<file path="config.mk">
export PLATFORM = sky130hd
export DESIGN_NAME = jk_count_seq
export DESIGN_NICKNAME = d
export VERILOG_FILES = /design/src/rtl/jk_count_seq.sv
export SDC_FILE = /design/constraint.sdc
export NUM_CORES = 1
export LEC_CHECK = 0
export ABC_AREA = 1
export BUFFER_PORTS_ARGS = -buffer_cell sky130_fd_sc_hd__buf_4
export CAP_MARGIN = 20
export CORE_MARGIN = 3
export CORE_UTILIZATION = 40
export DETAILED_ROUTE_END_ITERATION = 6
export PLACE_DENSITY = 0.8
export SETUP_SLACK_MARGIN = 0.2
export SLEW_MARGIN = 40
export SYNTH_ARGS = -nofsm -noshare
export SYNTH_HDL_FRONTEND = slang
export SYNTH_SLANG_ARGS = --single-unit
</file>
<file path="constraint.sdc">
create_clock -name clk -period 1.7 [get_ports clk]
set_input_delay 0.34 -clock clk [delete_from_list [all_inputs] [get_ports clk]]
set_output_delay 0.34 -clock clk [all_outputs]
set_load 0.05 [all_outputs]
</file>
<file path="src/rtl/jk_count_seq.sv">
`default_nettype none
// ============================================================================
// Module   : jk_count_seq
// Purpose  : j/k excitation sequencer that runs an external JK-flop bank as a
//            loadable up/down counter stopping at a terminal value.
//            Optional q_fb-vs-shadow comparator: JK_SEQ_CHECK_EN.
// Revision : 1.0
// ============================================================================
module jk_count_seq #(
  parameter int WIDTH = 4
) (
  input  logic             clk,
  input  logic             rst_n,
  input  logic             load_req,
  input  logic [WIDTH-1:0] load_val,
  output logic             load_ack,
  input  logic             start,
  input  logic             up_dn,
  input  logic             halt,
  input  logic [WIDTH-1:0] term_val,
  input  logic [WIDTH-1:0] q_fb,
  output logic [WIDTH-1:0] j,
  output logic [WIDTH-1:0] k,
  output logic             busy,
  output logic             done,
  output logic             mismatch
);

  localparam logic [WIDTH-1:0] c_ONE = {{(WIDTH-1){1'b0}}, 1'b1};

  typedef enum logic [2:0] {
    S_INIT = 3'd0,
    S_IDLE = 3'd1,
    S_LOAD = 3'd2,
    S_RUN  = 3'd3,
    S_DONE = 3'd4
  } state_t;

  state_t           r_state;
  state_t           w_state;
  state_t           w_state_nxt;
  logic [WIDTH-1:0] r_exp;
  logic [WIDTH-1:0] w_exp_nxt;
  logic [WIDTH-1:0] w_toggle;
  logic             r_done;
  logic             w_done_nxt;

  // Reset forces INIT behaviour in the same cycle so the bank clears at the edge.
  assign w_state = rst_n ? r_state : S_INIT;

  // Bits that change between exp and its neighbour are exactly the toggling flops.
  assign w_toggle = up_dn ? (r_exp ^ (r_exp + c_ONE)) : (r_exp ^ (r_exp - c_ONE));

  always_comb begin
    w_state_nxt = w_state;
    w_exp_nxt   = r_exp;
    w_done_nxt  = 1'b0;
    j           = '0;
    k           = '0;
    load_ack    = 1'b0;
    busy        = 1'b1;
    case (w_state)
      S_INIT: begin
        k           = '1;
        w_exp_nxt   = '0;
        w_state_nxt = S_IDLE;
      end
      S_IDLE, S_DONE: begin
        busy = 1'b0;
        if (load_req) begin
          w_state_nxt = S_LOAD;
        end else if (start) begin
          w_state_nxt = S_RUN;
        end
      end
      S_LOAD: begin
        j           = load_val;
        k           = ~load_val;
        load_ack    = 1'b1;
        w_exp_nxt   = load_val;
        w_state_nxt = S_IDLE;
      end
      S_RUN: begin
        if (halt) begin
          w_state_nxt = S_IDLE;
        end else if (r_exp == term_val) begin
          w_state_nxt = S_DONE;
          w_done_nxt  = 1'b1;
        end else begin
          j         = w_toggle;
          k         = w_toggle;
          w_exp_nxt = up_dn ? (r_exp + c_ONE) : (r_exp - c_ONE);
        end
      end
      default: begin
        w_state_nxt = S_INIT;
      end
    endcase
  end

  always_ff @(posedge clk) begin
    if (!rst_n) begin
      r_state <= S_INIT;
      r_exp   <= '0;
      r_done  <= 1'b0;
    end else begin
      r_state <= w_state_nxt;
      r_exp   <= w_exp_nxt;
      r_done  <= w_done_nxt;
    end
  end

  assign done = r_done & rst_n;

`ifdef JK_SEQ_CHECK_EN
  logic r_mismatch;

  always_ff @(posedge clk) begin
    if (!rst_n) begin
      r_mismatch <= 1'b0;
    end else if ((r_state != S_INIT) && (q_fb != r_exp)) begin
      r_mismatch <= 1'b1;
    end
  end

  assign mismatch = r_mismatch & rst_n;
`else
  logic w_unused_qfb;
  assign w_unused_qfb = ^q_fb;
  assign mismatch     = 1'b0;
`endif

endmodule
`default_nettype wire

</file>
==> results of run 1 <==
[synthesized netlist by cell type]
cell      count  area share [%]
o21ai_0       3             2.1
dfxtp_1       8              22
nand2_1      37              19
xnor2_1       1             1.2
conb_1        1            0.52
nand4_1       1            0.86
o21bai_1      1             1.0
nand3_4       1             2.4
o21ai_1       5             3.5
fa_1          1             2.8
nand3_2       1             1.4
ha_1          2             3.5
nor2_4        1             1.6
xor2_1        3             3.6
nand2_2       2             1.7
nand3_1      10             6.9
nand2_4       1             1.6
nor2_1       11             5.7
o22ai_1       2             1.7
nor2_2        1            0.86
a21oi_1       5             3.5
buf_4         1             1.0
inv_2         4             2.1
inv_1        18             9.3
[repair_timing]
item | in CTS
resized for setup | 43
pin swaps | 10
setup endpoints to repair | 15
setup buffers | 6
hold buffers | 0
[through the flow]
stage                     instances  hold WS, ns  utilization [%]  TNS (ns)  setup slack [ns]
after floorplan                 121        0.449                -    -0.107           -0.0403
after global placement          184        0.497             72.5     -1.36            -0.283
after detailed placement        184        0.520             72.5     -1.62            -0.347
after CTS                       194        0.347             88.1     -2.36            -0.428
[cell families after synthesis]
group / Yosys count
compound gates: 16
buf+inv: 23
other cells: 1
fa+ha+maj: 3
flops: 8
xor+xnor: 4
simple gates: 66
==> metrics.md, run 1 <==
| Metric | Value |
|---|---|
| Outcome | stopped before the end |
| Fail Step | global routing |
| Err | [ERROR DPL-0038] Utilization greater than 100%, impossible to legalize |
| Gpl congestion | 0.857 |
| Die Height | 48.6 µm |
| CTS buffer count | 3 |
| Synth Area in Compound Gates | 11.7% |
| Post-synthesis simple-gate area fraction | a little over two fifths |
| Pin count of the biggest net entering global routing | 7 |
| Mux contribution to synthesized area | 0% |
| Syn. warnings | 0 |
| Bufs on Longest Clock Path | 2 |
| Mean Syn Cell Area | 5.99 µm² |
| H-tree Lvls | 1 |
| Sequential share of the synthesized area | 22.1% |
| Adder-Cell Fraction of Synth Area | ~6.2% |
| CTS Sinks | 8 |
| Synthesis-stage register bit count | 8 |
| Worst EP post-GRT repair | j[2] |
| Synthesized area | 724 µm² |
| Initial Utilization | 45.0% |
| IO Port Bufs | 24 |
| Largest family of logic cells by synthesized area | simple AND/OR/NAND/NOR gates |
| Die Wd | around 49 µm |
| Root Buffer | clkbuf_4 |
| Synth unique cells | 24 |
| Post-Syn Instances | 121 |
| Worst endpoint type | output port |
| Post-Synth XOR/XNOR Area | 4.84% |
| IO Pins | 30 |
| Post-DP HPWL | 1.87 mm |
| Row cnt | 14 |
| Placed cell areas | 0.00117 mm² |
| Post-Syn Nets | 142 |
==> inputs of run 2 (changes only) <==
- CORE_AREA: default -> 3 3 64 66
- CORE_MARGIN: 3 -> default
- CORE_UTILIZATION: 40 -> default
- DIE_AREA: default -> 0 0 67 69
- PLACE_DENSITY: 0.8 -> default
- PLACE_DENSITY_LB_ADDON: default -> 0.15
- SETUP_SLACK_MARGIN: 0.2 -> default
- clock period: 1.7 -> 2.2 ns (I/O delays scaled with it)
==> run 2 against run 1 <==
- the run now ends clean
- synthesized area stayed put
- synthesized cell count stayed put
==> metrics.md, run 2 <==
| Metric | Value |
|---|---|
| Outcome | complete, no violations |
| Setup TNS | 0 ns |
| Bufs on Longest Clock Path | 2 (unchanged) |
| Area leader, netlist | dfxtp_1 |
| Mean Syn Cell Area | 5.99 µm² (unchanged) |
| P_int | roughly 340 µW |
| Final critical-path share of the clock period | 97.4% |
| 1st-pass router iterations | 4 |
| Commonest non-fill, non-tap cell in the layout | nand2_1 |
| CP Cell Sequence | inv_2, fa_2, xor2_2, xor2_1, nand3_1, nand2_1, buf_6 |
| Ant. Diodes | 0 |
| IO Port Bufs | 24 (unchanged) |
| Cell Pwr Density | 466 mW/mm² |
| Sequential share of the synthesized area | 22.1% (unchanged) |
| Iteration-0 DRC Markers | 34 |
| Post-DP HPWL | 1.68 mm (-10%) |
| Fillers | ~430 |
| Worst hold slack | 0.471 ns |
| Minimum clock period | 2.14 ns |
| Combinational Power Share | 34.9% |
| DR vias/cell | 4.09 |
| CTS buffer count | 3 (unchanged) |
| Die Wd | 67 µm (+38%) |
| Routed via count | 823 |
| HP Class | input port to register |
| IO Pins | 30 (unchanged) |
| Fin util | 30.8% |
| Crit path max fanout | 2 |
| Critical Path Max Stage Delay | 0.36 ns |
| Fin. max-slew vios | 0 |
| All-Layer GR Usage | 9.64% |
| Syn. warnings | 0 (unchanged) |
| Clock latency reported for the late side of the worst-skew pair | approximately 0.23 ns |
| CTS tree | built |
| Setup-failing EPs final | 0 |
| Nets@finish | around 180 |
| Row cnt | 22 (+8) |
| Clock share of power | 35.0% |
| Arr. time, crit path | 1.70 ns |
| Final ANT Viol Nets | 0 |
| Net Sw Power | 178 µW |
| Synth top area share | 22.1% (unchanged) |
| Final Hold Fails | 0 |
| Die Height | 69 µm (+42%) |
| Crit path kind | register to primary output |
| Gpl congestion | 0.722 (-16%) |
| Reg area | approximately 160 µm² |
| Max FFs per register | 4 |
| GR Overflow Total | 0 |
| Drt wl/cell | 10.1 µm |
| Pin count of the biggest net entering global routing | 11 |
| DIE AREA | 0.00462 mm² |
| Critical path launch point type | register |
| Layout cells sized above 1 | 37.9% |
| CP Capture Type | primary output |
| Number of synthesized flops with an enable pin | 0 (unchanged) |
| Biggest regs | r_exp x4, r_state x3, r_done x1 |
| Ys flop type | dfxtp_1 |
| First-pass GRT wire length | 3.48 mm |
| Fmax achieved | ~470 MHz |
| Vias in the first global route | 768 |
| Reg power frac | between 30% and 40% |
| RSZ-0062 raised after global routing | true |
| Initial Utilization | 19.9% (-25 points) |
| Main area contributors after synthesis | dfxtp_1, nand2_1, inv_1, nand3_1, nor2_1 |
| Count leader, synth | nand2_1 |
| Async SR Flop Fraction | 0% (unchanged) |
| Critical Path RT | 1.76 ns |
| Post-synth top cells | nand2_1, inv_1, nor2_1 |
| R2r setup slk | 0.85 ns |
| Area of the multi-input gates | around 530 µm² |
| Switch share | between 30% and 40% |
| Synth unique cells | 24 (unchanged) |
| Initial antenna violation count | 0 |
| H-tree Lvls | 1 (unchanged) |
| Area Growth Syn to Fin | 54.6% |
| Synthesis-stage register bit count | 8 (unchanged) |
| Root Buffer | clkbuf_8 |
| Total core area | 0.00363 mm² |
| Leak | 0.000566 µW |
| Worst-path clk slew | 0.05 ns |
| Most frequent cells in the layout | nand2_1, buf_4, inv_1 |
| Final Skew | 0.00261 ns |
| DRC | 0 |
| Peak supply drop | around 94 µV |
| Final Power | between 500 and 600 µW |
| Post-Syn Instances | 121 (unchanged) |
| Post-Syn Nets | 142 (unchanged) |
| Most flop-heavy register | r_exp |
| CTS Sinks | 8 (unchanged) |
| Crit path max-delay cell type | fa_2 |
| Final WL | approximately 2.0 mm |
| Max-cap viol count | 0 |
| Synthesized area | 724 µm² (unchanged) |
run 2: cell counts after synthesis:
No cell type changed its count.
run 2: power by group through the flow:
stage / combinational (µW) / clock (µW) / sequential [µW]
2_1_floorplan: 105 / 0 / 159
3_3_place_gp: 164 / 0 / 159
3_5_place_dp: 165 / 0 / 159
4_1_cts: 173 / 182 / 157
5_1_grt: 201 / 190 / 158
6_report: 182 / 183 / 157
run 2: path summary, 6_finish.rpt:
kind | depth (start not counted) | endpoint | start
setup / recovery | 7 | k[2] | r_exp[0]
hold / removal | 3 | r_state[0] | rst_n
setup reg to reg | 7 | r_exp[2] | r_exp[0]
hold reg to reg | 2 | r_exp[3] | r_exp[3]
run 2: what timing repair did:
item | CTS | global route
setup endpoints to repair | 2 | 8
hold buffers | 0 | 0
resized for setup | 4 | 15
setup buffers | 1 | 0
cloned | 0 | 0
pin swaps | 2 | 3
run 2: final cells by class:
class                           count  share of cell area (%)
Multi-Input combinational cell     90                    47.2
Clock buffer                        3                    3.69
Inverter                           22                    7.37
Timing Repair Buffer               30                    21.8
Tap cell                           48                    5.36
Sequential cell                     8                    14.6
run 2: worst max-delay path: cells and delay by family (launching register included):
| kind | cells | cell delay [ns] |
|---|---|---|
| DFF | 1 | 0.33 |
| buffers and inverters | 2 | 0.20 |
| xor gates and xnor gates | 2 | 0.34 |
| adders and majority gates | 1 | 0.36 |
| and+or+nand+nor | 2 | 0.22 |
run 2: through the flow:
| stage | instances | setup WS, ns | instance area (µm²) |
|---|---|---|---|
| detailed placement | 197 | -0.0648 | 995 |
| floorplan | 121 | -0.186 | 724 |
| finish | 201 | 0.0583 | 1120 |
| global route | 201 | -0.0648 | 1120 |
| CTS | 201 | -0.00109 | 1060 |
| global placement | 197 | -0.0418 | 995 |
run 2: cells by family (layout without fill, tap and decap cells):
family	count (synthesis)	count (layout)	share of synthesized area (%)
flops	8	8	22.1
simple gates	66	66	42.1
buf+inv	23	55	12.4
compound gates	16	16	11.7
other cells	1	1	0.518
xor+xnor	4	4	4.84
fa+ha+maj	3	3	6.22
run 2: layer usage:
metal  track usage [%]  wire length, µm
met5                 0                0
met4              4.05               35
met3              1.47              107
met2              13.9              952
met1              14.0              928
Note: power is estimated with default switching activity, not from simulation.
